### src/rtl/gpr_wr_arb.sv
// Two-slot register-file writeback arbiter with same-register ordering and hazard lookup.
// Define GPR_WR_ARB_RR_EN for round-robin contention; the default is fixed priority to slot 0.
module gpr_wr_arb (
  input  logic        clk,
  input  logic        reset,
  input  logic        req0_valid,
  input  logic        req1_valid,
  output logic        req0_ready,
  output logic        req1_ready,
  input  logic [4:0]  req0_addr,
  input  logic [4:0]  req1_addr,
  input  logic [31:0] req0_data,
  input  logic [31:0] req1_data,
  output logic        gpr_we_,
  output logic [4:0]  gpr_wr_addr,
  output logic [31:0] gpr_wr_data,
  output logic        grant_id,
  input  logic [4:0]  chk_addr_0,
  input  logic [4:0]  chk_addr_1,
  output logic        chk_busy_0,
  output logic        chk_busy_1
);

  logic        full0_q, full0_d, full1_q, full1_d;
  logic [4:0]  addr0_q, addr0_d, addr1_q, addr1_d;
  logic [31:0] data0_q, data0_d, data1_q, data1_d;
  logic        old1_q, old1_d;
  logic        sel_s, any_full_s, drain0_s, drain1_s, load0_s, load1_s;
`ifdef GPR_WR_ARB_RR_EN
  logic        rr_ptr_q, rr_ptr_d;
  logic        contend_s;
`endif

  // Slot selection uses only registered state so the write port has no input path.
  always_comb begin
    sel_s = 1'b0;
`ifdef GPR_WR_ARB_RR_EN
    contend_s = 1'b0;
`endif
    if (full0_q && full1_q) begin
      if (addr0_q == addr1_q) begin
        sel_s = old1_q;
      end else begin
`ifdef GPR_WR_ARB_RR_EN
        contend_s = 1'b1;
        sel_s     = rr_ptr_q;
`else
        sel_s     = 1'b0;
`endif
      end
    end else if (full1_q) begin
      sel_s = 1'b1;
    end else begin
      sel_s = 1'b0;
    end
  end

  assign any_full_s  = full0_q | full1_q;
  assign drain0_s    = any_full_s & ~sel_s;
  assign drain1_s    = any_full_s & sel_s;
  assign req0_ready  = ~full0_q | drain0_s;
  assign req1_ready  = ~full1_q | drain1_s;
  // Writes to x0 are acknowledged but never occupy a slot.
  assign load0_s     = req0_valid & req0_ready & (req0_addr != 5'd0);
  assign load1_s     = req1_valid & req1_ready & (req1_addr != 5'd0);

  assign gpr_we_     = ~any_full_s;
  assign grant_id    = sel_s;
  assign gpr_wr_addr = sel_s ? addr1_q : addr0_q;
  assign gpr_wr_data = sel_s ? data1_q : data0_q;

  assign chk_busy_0  = (chk_addr_0 != 5'd0) &
                       ((full0_q & (addr0_q == chk_addr_0)) | (full1_q & (addr1_q == chk_addr_0)));
  assign chk_busy_1  = (chk_addr_1 != 5'd0) &
                       ((full0_q & (addr0_q == chk_addr_1)) | (full1_q & (addr1_q == chk_addr_1)));

  // Slot, age and pointer next-state.
  always_comb begin
    full0_d = full0_q & ~drain0_s;
    full1_d = full1_q & ~drain1_s;
    addr0_d = addr0_q;
    addr1_d = addr1_q;
    data0_d = data0_q;
    data1_d = data1_q;
    old1_d  = old1_q;
    if (load0_s) begin
      full0_d = 1'b1;
      addr0_d = req0_addr;
      data0_d = req0_data;
    end else begin
      full0_d = full0_d;
    end
    if (load1_s) begin
      full1_d = 1'b1;
      addr1_d = req1_addr;
      data1_d = req1_data;
    end else begin
      full1_d = full1_d;
    end
    // The slot loaded alone becomes the younger one; a joint load makes slot 0 older.
    if (load1_s) begin
      old1_d = 1'b0;
    end else if (load0_s) begin
      old1_d = 1'b1;
    end else begin
      old1_d = old1_q;
    end
`ifdef GPR_WR_ARB_RR_EN
    rr_ptr_d = contend_s ? ~rr_ptr_q : rr_ptr_q;
`endif
  end

  always_ff @(posedge clk or posedge reset) begin
    if (reset) begin
      full0_q  <= 1'b0;
      full1_q  <= 1'b0;
      addr0_q  <= 5'd0;
      addr1_q  <= 5'd0;
      data0_q  <= 32'd0;
      data1_q  <= 32'd0;
      old1_q   <= 1'b0;
`ifdef GPR_WR_ARB_RR_EN
      rr_ptr_q <= 1'b0;
`endif
    end else begin
      full0_q  <= full0_d;
      full1_q  <= full1_d;
      addr0_q  <= addr0_d;
      addr1_q  <= addr1_d;
      data0_q  <= data0_d;
      data1_q  <= data1_d;
      old1_q   <= old1_d;
`ifdef GPR_WR_ARB_RR_EN
      rr_ptr_q <= rr_ptr_d;
`endif
    end
  end

endmodule

### config.mk
export PLATFORM = sky130hd
export DESIGN_NAME = gpr_wr_arb
export DESIGN_NICKNAME = d
export VERILOG_FILES = /design/src/rtl/gpr_wr_arb.sv
export SDC_FILE = /design/constraint.sdc
export NUM_CORES = 1
export LEC_CHECK = 0
export ABC_AREA = 0
export BUFFER_PORTS_ARGS = -buffer_cell sky130_fd_sc_hd__buf_2
export CAP_MARGIN = 20
export CORE_ASPECT_RATIO = 1.1
export CORE_MARGIN = 4
export CORE_UTILIZATION = 40
export DETAILED_ROUTE_END_ITERATION = 12
export HOLD_SLACK_MARGIN = 0.08
export PLACE_DENSITY = 0.68
export SYNTH_ARGS = -nofsm -noshare
export SYNTH_HDL_FRONTEND = slang
export SYNTH_SLANG_ARGS = --single-unit
### constraint.sdc
create_clock -name clk -period 3.6 [get_ports clk]
set_input_delay 0.54 -clock clk [delete_from_list [all_inputs] [get_ports clk]]
set_output_delay 0.54 -clock clk [all_outputs]
set_load 0.01 [all_outputs]
==> run_results.csv <==
group,metric,value,unit
outcome,outcome,"finished clean",
sta,clock.fmax,332,MHz
floorplanning,fp.dieW,108,um
cells_and_area,layout-drive-gt1-share,40.9,%
sta,finalMaxSlewViolations,0,
cts,clock-root-buffer,"clkbuf_16",
cts,cts_tree,"done",
route,viasPerCell,5.60,
yosys,synth_cells,431,
sta,hold_viol_final,0,
worst_setup_path,critical_path_required,3.06,ns
sta,setup_viol,0,
cts,hold_buffers,0,
yosys,async_flop_share,100,%
floorplanning,die_area,0.0127,mm2
pwr,ir_drop,0.000296,V
sta,setup_tns,0,ns
yosys,avgSynthCellArea,10.1,um2
yosys,syn-num-nets,519,
sta,rsz0062_at_grt,"false",
cts,cts-resized-gates,0,
sta,fin_crit_sh,83.6,%
yosys,synth-edff-count,0,
route,drt_iter0_drc,233,
floorplanning,start_util,41.5,%
cts,cts_made_buffers,9,
floorplanning,die_y,118,um
yosys,syn_area,0.00437,mm2
cells_and_area,ff_latch_area,0.00193,mm2
pwr,cellLeakagePower,2.36,nW
placed_design,dp_hpwl,8.55,mm
route,vias,3891,
cells_and_area,nFillCells,1009,
cts,cts_buffer_depth,2,
cells_and_area,antenna_cells,0,
worst_setup_path,path_class,"reg2out",
global_routing,antenna_found_initial,0,
cells_and_area,areaGrowthSynthToFinish,24.6,%
floorplanning,io_pins,131,
cts,clk_pin_slew,0.06,ns
yosys,synth_cell_types,33,
cells_and_area,fin_nets,636,
worst_setup_path,critical_path_arrival,2.47,ns
route,wirelength,12.4,mm
cells_and_area,multi_input_area,0.00226,mm2
route,route.detailed.drc,0,
cts,clk-insertion-delay-late,0.32,ns
floorplanning,num_rows,39,
worst_setup_path,critPathLaunchType,"register",
floorplanning,core,0.0105,mm2
worst_setup_path,crit_fanout,26,
global_routing,grt_max_degree,75,
worst_setup_path,crit_path_end_kind,"output pin",
global_routing,grt_usage,19.8,%
run,cap_violations,0,
pwr,p_per_area,578,mW/mm2
sta,skew,0.00274,ns
yosys,synth-seq-cells,77,
sta,period_needed,3.01,ns
yosys,ys.warnings.count,0,
sta,relSlewSlack,41.7,%
route,dr.pass1.iters,4,
yosys,seq_area_frac_synth,44.1,%
route,ant_nets,0,
hold_path,hold_class,"in2async",
sta,worst_pin_slew,0.875,ns
yosys,synth_flop_cell,"dfrtp_1",
global_routing,grt_overflow,0,
global_routing,grt_pass1_vias,3988,
cts,cts.sinks,77,
cts,post-cts-setup-buffers,0,
global_routing,grt_pass1_wl,20.1,mm
placed_design,post-place-ws,0.934,ns
cts,h-tree-depth,3,
route,wire_per_inst,17.8,um
placed_design,portBuffers,130,
sta,finalWorstSetupSlack,0.590,ns
placed_design,routabilityCongestion,0.854,
[final timing paths]
kind	from	end	slack [ns]	depth (start not counted)
max	addr0_q[1]	gpr_wr_data[29]	0.59	6
min	reset	data1_q[10]	0.15	2
max reg2reg	full1_q	data0_q[9]	0.93	5
min reg2reg	data1_q[0]	data1_q[0]	0.49	1
max in group asynchronous	reset	data1_q[9]	2.70	4
min in group clk	req1_data[0]	data1_q[0]	0.45	2
[stage by stage]
| step | instances | total power, mW | utilization (%) | instance area (um2) | hold slack (ns) |
|---|---|---|---|---|---|
| 2_1_floorplan | 431 | 1.91 | - | 4370 | 0.458 |
| 3_3_place_gp | 679 | 2.24 | 48.6 | 5120 | 0.475 |
| 3_5_place_dp | 680 | 2.27 | 48.8 | 5150 | 0.478 |
| 4_1_cts | 695 | 3.18 | 51.6 | 5440 | 0.139 |
| 5_1_grt | 695 | 3.34 | 51.6 | 5440 | 0.151 |
| 6_report | 695 | 3.14 | 51.6 | 5440 | 0.152 |
[Yosys cell counts, types with 2 or more instances]
cell      count  area [um2]
buf_6         3        33.8
o21ai_0       2        10.0
a21oi_1      39         195
dfrtp_1      77        1930
a32o_1        5        50.1
buf_1         3        11.3
or4_1         4        30.0
mux2_1        4        45.0
clkbuf_1     22        82.6
inv_1         3        11.3
o211ai_1     69         518
xnor2_1       9        78.8
xor2_1       16         140
mux2_2       66         743
nor4_1        4        25.0
buf_2         5        25.0
nand2_1      39         146
nand3_1       4        20.0
nor2_1       41         154
clkbuf_2      3        15.0
[final cells by class]
| class | count | share of cell area [%] |
|---|---|---|
| flip-flops and latches | 77 | 35.4 |
| clock inverters | 1 | 0.552 |
| inverters | 4 | 0.299 |
| well taps | 143 | 3.29 |
| repair buffers | 142 | 14.0 |
| multi-input cells | 314 | 41.6 |
| clock buffers | 14 | 4.85 |
[sequential cells by signal (all words and copies together) (netlist names)]
register and cells:
old1_q 1, data1_q 32, data0_q 32, full1_q 1, addr1_q 5, addr0_q 5, full0_q 1
[kinds of logic after synthesis]
family | share of synthesized area, %
flops | 44.1
compound gates | 19.0
simple gates | 9.62
buf+inv | 4.18
xor+xnor | 5.01
mux | 18.0
[placed cells by master (no fill, tap or decap), drive strengths merged, types with 2 or more instances in the layout]
cell type and n:
o21ai 2, o211ai 69, nand3 4, mux2 70
xnor2 9, dfrtp 77, nor4 4, nand2 39
nand4 2, nor2 41, or4 4, clkbuf 14
a21oi 39, buf 142, xor2 16, inv 3
a32o 5
[per-layer routing]
layer / part of all wire (%) / up-vias / track usage [%]
met4: 1.2 / 0 / 7.18
li1: - / 1824 / -
met2: 50 / 119 / 32.5
met1: 43 / 1938 / 25.7
met3: 5.5 / 10 / 4.06
met5: 0 / - / 0
[worst max-delay path, stage by stage (launching register included)]
cell and delay (ns):
dfrtp_1 0.47, xnor2_1 0.29, and4_1 0.29, nand2_1 0.30
buf_4 0.36, o211ai_1 0.25, buf_2 0.17
[where the power goes]
part / switching, mW / leakage (nW) / internal [mW] / total [mW]
clock network: 0.317 / 0.143 / 0.571 / 0.888
registers: 0.150 / 0.900 / 1.06 / 1.21
logic: 0.580 / 1.31 / 0.463 / 1.04
total: 1.05 / 2.36 / 2.10 / 3.14
(Power assumes the default switching activity.)
